===== src/rtl/slant_rx_multi.sv =====
// slant_rx_multi: multi-channel slant-link receiver with ch0 bit-timing recovery, sync detect and lock-step payload deserialiser
module slant_rx_multi #(
  parameter int CH = 4,
  parameter int SAMPLE_W = 8,
  parameter logic [SAMPLE_W-1:0] THRESH = 8'h7f,
  parameter int CNT_W = 8,
  parameter int DEF_BIT_TIME = 24,
  parameter int MIN_BIT_TIME = 4,
  parameter int MAX_BIT_TIME = 36,
  parameter int TRAIN_EDGES = 4,
  parameter int LOSS_BITS = 64,
  parameter int SYNC_W = 24,
  parameter logic [SYNC_W-1:0] SYNC_EVEN = 24'haab155,
  parameter logic [SYNC_W-1:0] SYNC_ODD = 24'haa8d55,
  parameter logic [SYNC_W-1:0] SYNC_LINE = 24'h00a355,
  parameter int PAYLOAD_W = 8,
  parameter int LINE_WORDS = 4
) (
  input  logic                    clk,
  input  logic                    rstn,
  input  logic [CH*SAMPLE_W-1:0]  rx_data,
  output logic [CH*PAYLOAD_W-1:0] out_data,
  output logic                    out_valid,
  output logic                    out_sof,
  output logic                    out_sol,
  output logic                    out_field,
  output logic                    locked,
  output logic [CNT_W-1:0]        bit_time,
  output logic                    lock_lost
);
  localparam int TB = $clog2(TRAIN_EDGES);
  localparam int LW = $clog2(LOSS_BITS + 1);
  localparam int BW = PAYLOAD_W > 1 ? $clog2(PAYLOAD_W) : 1;
  localparam int WW = LINE_WORDS > 1 ? $clog2(LINE_WORDS) : 1;
  typedef enum logic [1:0] {IDLE, TRAIN, LOCKED} tState_e;
  typedef enum logic {HUNT, DATA} dState_e;
  tState_e tState, tNext;
  dState_e dState, dNext;
  logic [CH-1:0] slice, sQ, sQQ;
  logic edge0, inRange, trainDone, wrap, lossHit, strobe;
  logic [CNT_W-1:0] intCnt, bitCnt;
  logic [CNT_W+TB-1:0] sum, sumNext;
  logic [TB:0] trainCnt;
  logic [LW-1:0] lossCnt;
  logic [SYNC_W-1:0] syncReg, syncNext;
  logic [CH-1:0][PAYLOAD_W-1:0] shReg, shNext;
  logic [BW-1:0] dfBit;
  logic [WW-1:0] wordCnt;
  logic isEven, isOdd, isLine, match, wordDone, lastWord, sofPend, solPend;
  always_comb begin
    for (int i = 0; i < CH; i++) begin
      slice[i] = rx_data[i*SAMPLE_W +: SAMPLE_W] > THRESH;
      shNext[i] = {shReg[i][PAYLOAD_W-2:0], sQ[i]};
    end
  end
  assign edge0 = sQ[0] ^ sQQ[0];
  assign inRange = intCnt >= CNT_W'(MIN_BIT_TIME) && intCnt <= CNT_W'(MAX_BIT_TIME);
  assign sumNext = sum + (CNT_W+TB)'(intCnt);
  assign trainDone = tState == TRAIN && edge0 && inRange && trainCnt == (TB+1)'(TRAIN_EDGES - 1);
  assign wrap = bitCnt == bit_time - CNT_W'(1);
  assign lossHit = tState == LOCKED && wrap && !edge0 && lossCnt == LW'(LOSS_BITS - 1);
  assign strobe = tState == LOCKED && bitCnt == (bit_time >> 1) && !edge0;
  assign locked = tState == LOCKED;
  assign syncNext = {syncReg[SYNC_W-2:0], sQ[0]};
  assign isEven = syncNext == SYNC_EVEN;
  assign isOdd = syncNext == SYNC_ODD;
  assign isLine = syncNext == SYNC_LINE;
  assign match = strobe && dState == HUNT && (isEven || isOdd || isLine);
  assign wordDone = strobe && dState == DATA && dfBit == BW'(PAYLOAD_W - 1);
  assign lastWord = wordDone && wordCnt == WW'(LINE_WORDS - 1);
  always_comb begin
    tNext = lossHit ? IDLE : trainDone ? LOCKED : (tState == IDLE && edge0) ? TRAIN : tState;
    dNext = lossHit ? HUNT : match ? DATA : lastWord ? HUNT : dState;
  end
  always_ff @(posedge clk or negedge rstn)
    if (!rstn) begin
      tState <= IDLE;
      dState <= HUNT;
    end else begin
      tState <= tNext;
      dState <= dNext;
    end
  // An out-of-range interval restarts training with the current edge as the new start
  always_ff @(posedge clk or negedge rstn)
    if (!rstn) begin
      sQ <= '0;
      sQQ <= '0;
      intCnt <= '0;
      sum <= '0;
      trainCnt <= '0;
      bit_time <= CNT_W'(DEF_BIT_TIME);
      bitCnt <= '0;
      lossCnt <= '0;
      lock_lost <= 1'b0;
    end else begin
      sQ <= slice;
      sQQ <= sQ;
      intCnt <= edge0 ? CNT_W'(1) : &intCnt ? intCnt : intCnt + CNT_W'(1);
      sum <= tState != TRAIN ? '0 : !edge0 ? sum : inRange ? sumNext : '0;
      trainCnt <= tState != TRAIN ? '0 : !edge0 ? trainCnt : inRange ? trainCnt + (TB+1)'(1) : '0;
      bit_time <= lossHit ? CNT_W'(DEF_BIT_TIME) : trainDone ? CNT_W'(sumNext >> TB) : bit_time;
      bitCnt <= tState != LOCKED || edge0 || wrap ? '0 : bitCnt + CNT_W'(1);
      lossCnt <= tState != LOCKED || edge0 ? '0 : wrap ? lossCnt + LW'(1) : lossCnt;
      lock_lost <= lossHit;
    end
  always_ff @(posedge clk or negedge rstn)
    if (!rstn) begin
      shReg <= '0;
      syncReg <= '0;
      dfBit <= '0;
      wordCnt <= '0;
      sofPend <= 1'b0;
      solPend <= 1'b0;
      out_field <= 1'b0;
      out_valid <= 1'b0;
      out_sof <= 1'b0;
      out_sol <= 1'b0;
      out_data <= '0;
    end else begin
      if (strobe) shReg <= shNext;
      syncReg <= lastWord || lossHit ? '0 : strobe ? syncNext : syncReg;
      dfBit <= match || wordDone ? '0 : strobe && dState == DATA ? dfBit + BW'(1) : dfBit;
      wordCnt <= match ? '0 : wordDone ? wordCnt + WW'(1) : wordCnt;
      sofPend <= match ? isEven || isOdd : wordDone ? 1'b0 : sofPend;
      solPend <= match || (solPend && !wordDone);
      out_field <= match && (isEven || isOdd) ? !isEven : out_field;
      out_valid <= wordDone;
      out_sof <= wordDone && sofPend;
      out_sol <= wordDone && solPend;
      if (wordDone) out_data <= shNext;
    end
endmodule


===== config.mk =====
export PLATFORM = sky130hd
export DESIGN_NAME = slant_rx_multi
export DESIGN_NICKNAME = d
export VERILOG_FILES = /design/src/rtl/slant_rx_multi.sv
export SDC_FILE = /design/constraint.sdc
export NUM_CORES = 1
export LEC_CHECK = 0
export CELL_PAD_IN_SITES_DETAIL_PLACEMENT = 1
export CELL_PAD_IN_SITES_GLOBAL_PLACEMENT = 2
export CORE_ASPECT_RATIO = 2
export CORE_UTILIZATION = 39
export DETAILED_ROUTE_END_ITERATION = 8
export PLACE_DENSITY_LB_ADDON = 0.1
export SLEW_MARGIN = 20
export SYNTH_ARGS = -nofsm -noshare
export SYNTH_HDL_FRONTEND = slang
export SYNTH_SLANG_ARGS = --single-unit

===== constraint.sdc =====
create_clock -name clk -period 4.2 [get_ports clk]
set_input_delay 0.42 -clock clk [delete_from_list [all_inputs] [get_ports clk]]
set_output_delay 0.42 -clock clk [all_outputs]
set_load 0.01 [all_outputs]

==> impl_metrics.ini <==
[detailed_routing]
dr.pass1.iters = 4
wire_per_inst_um = 17.1
viasPerCell = 5.28
drt-total-wl_mm = 15.3
first_iter_violations = 141
route.vias.total = 4730
drc = 0
drt.antenna.violating_nets = 0

[synth]
seq_area_frac_synth_pct = 55.0
syn_area_per_cell_um2 = 10.7
synth_seq_cells = 147
synth.net_count = 681
synth_cell_types = 57
synth_warnings = 0
synth_edf_count = 0
yosys_most_used_dff = dfrtp_1
syn_inst = 628
syn_area_um2 = 6690
async_flop_share_pct = 100

[grt]
grt_pass1_vias = 5299
antenna_found_initial = 0
grt_pass1_wl_mm = 26.1
grt_use_total_pct = 19.1
grt.overflow.total = 0
grt_max_degree = 101

[floorplanning]
die_area_um2 = 17700
core_area_um2 = 16800
pin_count = 80
dieWidth_um = 94.6
die_h_um = 187
core.rowCount = 67
initial_core_util_pct = 39.9

[power_and_ir_drop]
p_total_mw = 3.06
p_int_mw = 2.35
p_comb_share_pct = 5.7
p_clk_share_pct = 46.1
vdd_ir_drop_max_mv = 0.232
p_sw_mw = 0.714
seq_power_share_pct = 48.1
swShare_pct = 23.3
p_leak_nw = 3.93
p_per_area_nw_per_um2 = 385

[placed_design]
gp_congestion = 0.774
io_buffers = 51
place_hpwl_mm = 10.6
placed_cell_area_um2 = 7410
pre_cts_ws_ns = 1.07

[layout]
area_growth_pct = 18.8
nets = 730
antenna_cells = 0
register_area_um2 = 3680
finalInstanceArea_um2 = 7950
multiInputGateArea_um2 = 2830
layout-drive-gt1-share_pct = 11.9
nFillCells = 1847

[clock_network]
cts_buffers = 17
cts_tree = built
clockRootBuffer = clkbuf_16
cts_hold_buffers = 0
clkTransAtPathRegs_ns = 0.06
clock_sinks = 147
post_cts_resized = 0
cts.htree.levels = 4
clkLatencyLatePin_ns = 0.42
postCtsSetupRepairBufs = 0
clock_path_buffers = 2

[setup_path]
rrSetupSlack_ns = 1.09
critPathLaunch = bit_time[0]$_DFFE_PN0P_
reg2reg_from = bit_time[0]$_DFFE_PN0P_
worstSetupStartpointType = flop
critPathRequiredTime_ns = 4.49
reg2reg_depth = 9
critPathMaxFanout = 23
endpoint = syncReg[9]$_DFFE_PN0P_
cp-end-kind = flop
reg2reg_to = syncReg[9]$_DFFE_PN0P_
worstSetupPathType = reg -> reg
cp_data_arrival_time_ns = 3.40

[sta]
skew_ns = 0.0100
hold_viol = 0
slew_viol_final = 0
rsz0062_at_grt = false
post-route-min-period_ns = 3.11
max_clock_freq_ghz = 0.322
setup_viol = 0
fin_ws_ns = 1.09
finalCritPeriodShare_pct = 74.0
maxSlewHeadroom_pct = 36.8
worst_slew_pin_slew_ns = 0.948
setup_tns_ns = 0

[status]
status = finished clean

[min_path]
hold_class = in -> async

[flow_run]
drv_cap = 0
==> synthesized netlist by cell type (3+ instances only) <==
master	number	share of area, %
dfrtp_1	145	54
nand2_1	128	7.2
nor2_1	52	2.9
mux2_2	27	4.5
clkbuf_1	26	1.5
xnor2_1	25	3.3
mux2i_1	23	3.4
o21ai_0	23	1.7
ha_1	18	3.4
inv_1	16	0.90
a21oi_1	14	1.0
nand3_1	12	0.90
xor2_1	11	1.4
o22ai_1	7	0.65
a31oi_1	6	0.56
nor3_1	6	0.45
nor4b_1	6	0.79
a22o_1	5	0.65
nand2b_1	5	0.47
and2_1	4	0.37
nand4_1	4	0.37
nor2b_1	4	0.37
o31ai_1	4	0.45
or3_1	4	0.37
and3_1	3	0.28
nor4_1	3	0.28
or4_1	3	0.34
==> layer usage <==
layer / GRT usage (%) / wire length (um)
met5: 0 / 0
met4: 7.63 / 347
met3: 3.90 / 344
met2: 35.3 / 8630
met1: 20.5 / 5970
==> sequential cells by signal, indices dropped and copies added (netlist names), 4 cells and up <==
register,flops
lossCnt,7
out_data,32
sum,10
bit_time,8
sQ,4
bitCnt,8
shNext,28
intCnt,8
syncReg,23
==> critical path: stages, from the launching register on <==
cell and delay (ns):
dfrtp_1 0.49, inv_1 0.10, ha_1 0.19, or3b_4 0.41, or4_4 0.50, a211oi_4 0.33
o211ai_4 0.23, o41ai_4 0.33, buf_4 0.31, nor2_1 0.08
==> per-stage QoR <==
step           hold slack, ns  std cells  util [%]
2_1_floorplan           0.124        628         -
3_3_place_gp            0.452        865      44.2
3_5_place_dp            0.461        865      44.2
4_1_cts                 0.160        896      47.4
5_1_grt                 0.195        896      47.4
6_report               0.0959        896      47.4
==> how the worst min path moves through the flow <==
| stage | slack (ns) | to | depth (start not counted) |
|---|---|---|---|
| 5_1_grt | 0.20 | intCnt[7]$_DFFE_PN0P_ | 1 |
| 4_1_cts | 0.16 | out_data[27]$_DFFE_PN0P_ | 1 |
| 3_5_place_dp | 0.46 | out_data[15]$_DFFE_PN0P_ | 2 |
| 3_3_place_gp | 0.45 | out_data[2]$_DFFE_PN0P_ | 2 |
| 2_1_floorplan | 0.12 | bitCnt[0]$_DFF_PN0_ | 0 |
| 6_report | 0.1 | intCnt[7]$_DFFE_PN0P_ | 1 |
==> power groups by stage <==
stage | Combinational, mW | Clock (mW) | Sequential [mW]
after global routing | 0.200 | 1.51 | 1.48
after detailed placement | 0.178 | 0 | 1.50
final | 0.176 | 1.41 | 1.47
after global placement | 0.168 | 0 | 1.50
after floorplan | 0.103 | 0 | 1.49
after CTS | 0.181 | 1.46 | 1.47
==> cell type report <==
class,count,share of cell area (%)
Sequential cell,147,46.3
Multi-Input combinational cell,435,35.6
Timing Repair Buffer,60,7.28
Clock buffer,21,5.79
Tap cell,207,3.26
Clock inverter,10,1.07
Inverter,16,0.755
==> placed cells by master, fill, tap and decap left out, types with 4 or more instances in the layout <==
cell type,n
and2_1,4
ha_1,18
o21ai_0,23
mux2_2,27
o22ai_1,7
nor3_1,6
nand4_1,4
clkbuf_16,17
nand3_1,12
nor2_1,52
inv_1,16
nand2_1,128
buf_4,9
xnor2_1,25
clkinv_2,6
a22o_1,5
nor2b_1,4
clkdlybuf4s50_1,50
dfrtp_1,145
o31ai_1,4
a21oi_1,14
xor2_1,11
nand2b_1,5
a31oi_1,6
nor4b_1,6
mux2i_1,23
==> logic make-up (layout without fill, tap and decap cells) <==
logic type / after synthesis / in the layout / synth area share [%]
XOR/XNOR: 36 / 36 / 4.71
buffers and inverters: 46 / 107 / 2.84
multiplexers: 50 / 50 / 7.98
AO/OA/AOI/OAI: 82 / 82 / 8.58
AND/OR/NAND/NOR: 248 / 248 / 17.2
flip-flops: 147 / 147 / 55.0
adder cells (fa/ha/maj): 19 / 19 / 3.66
Power figures use the tool's default switching activity.
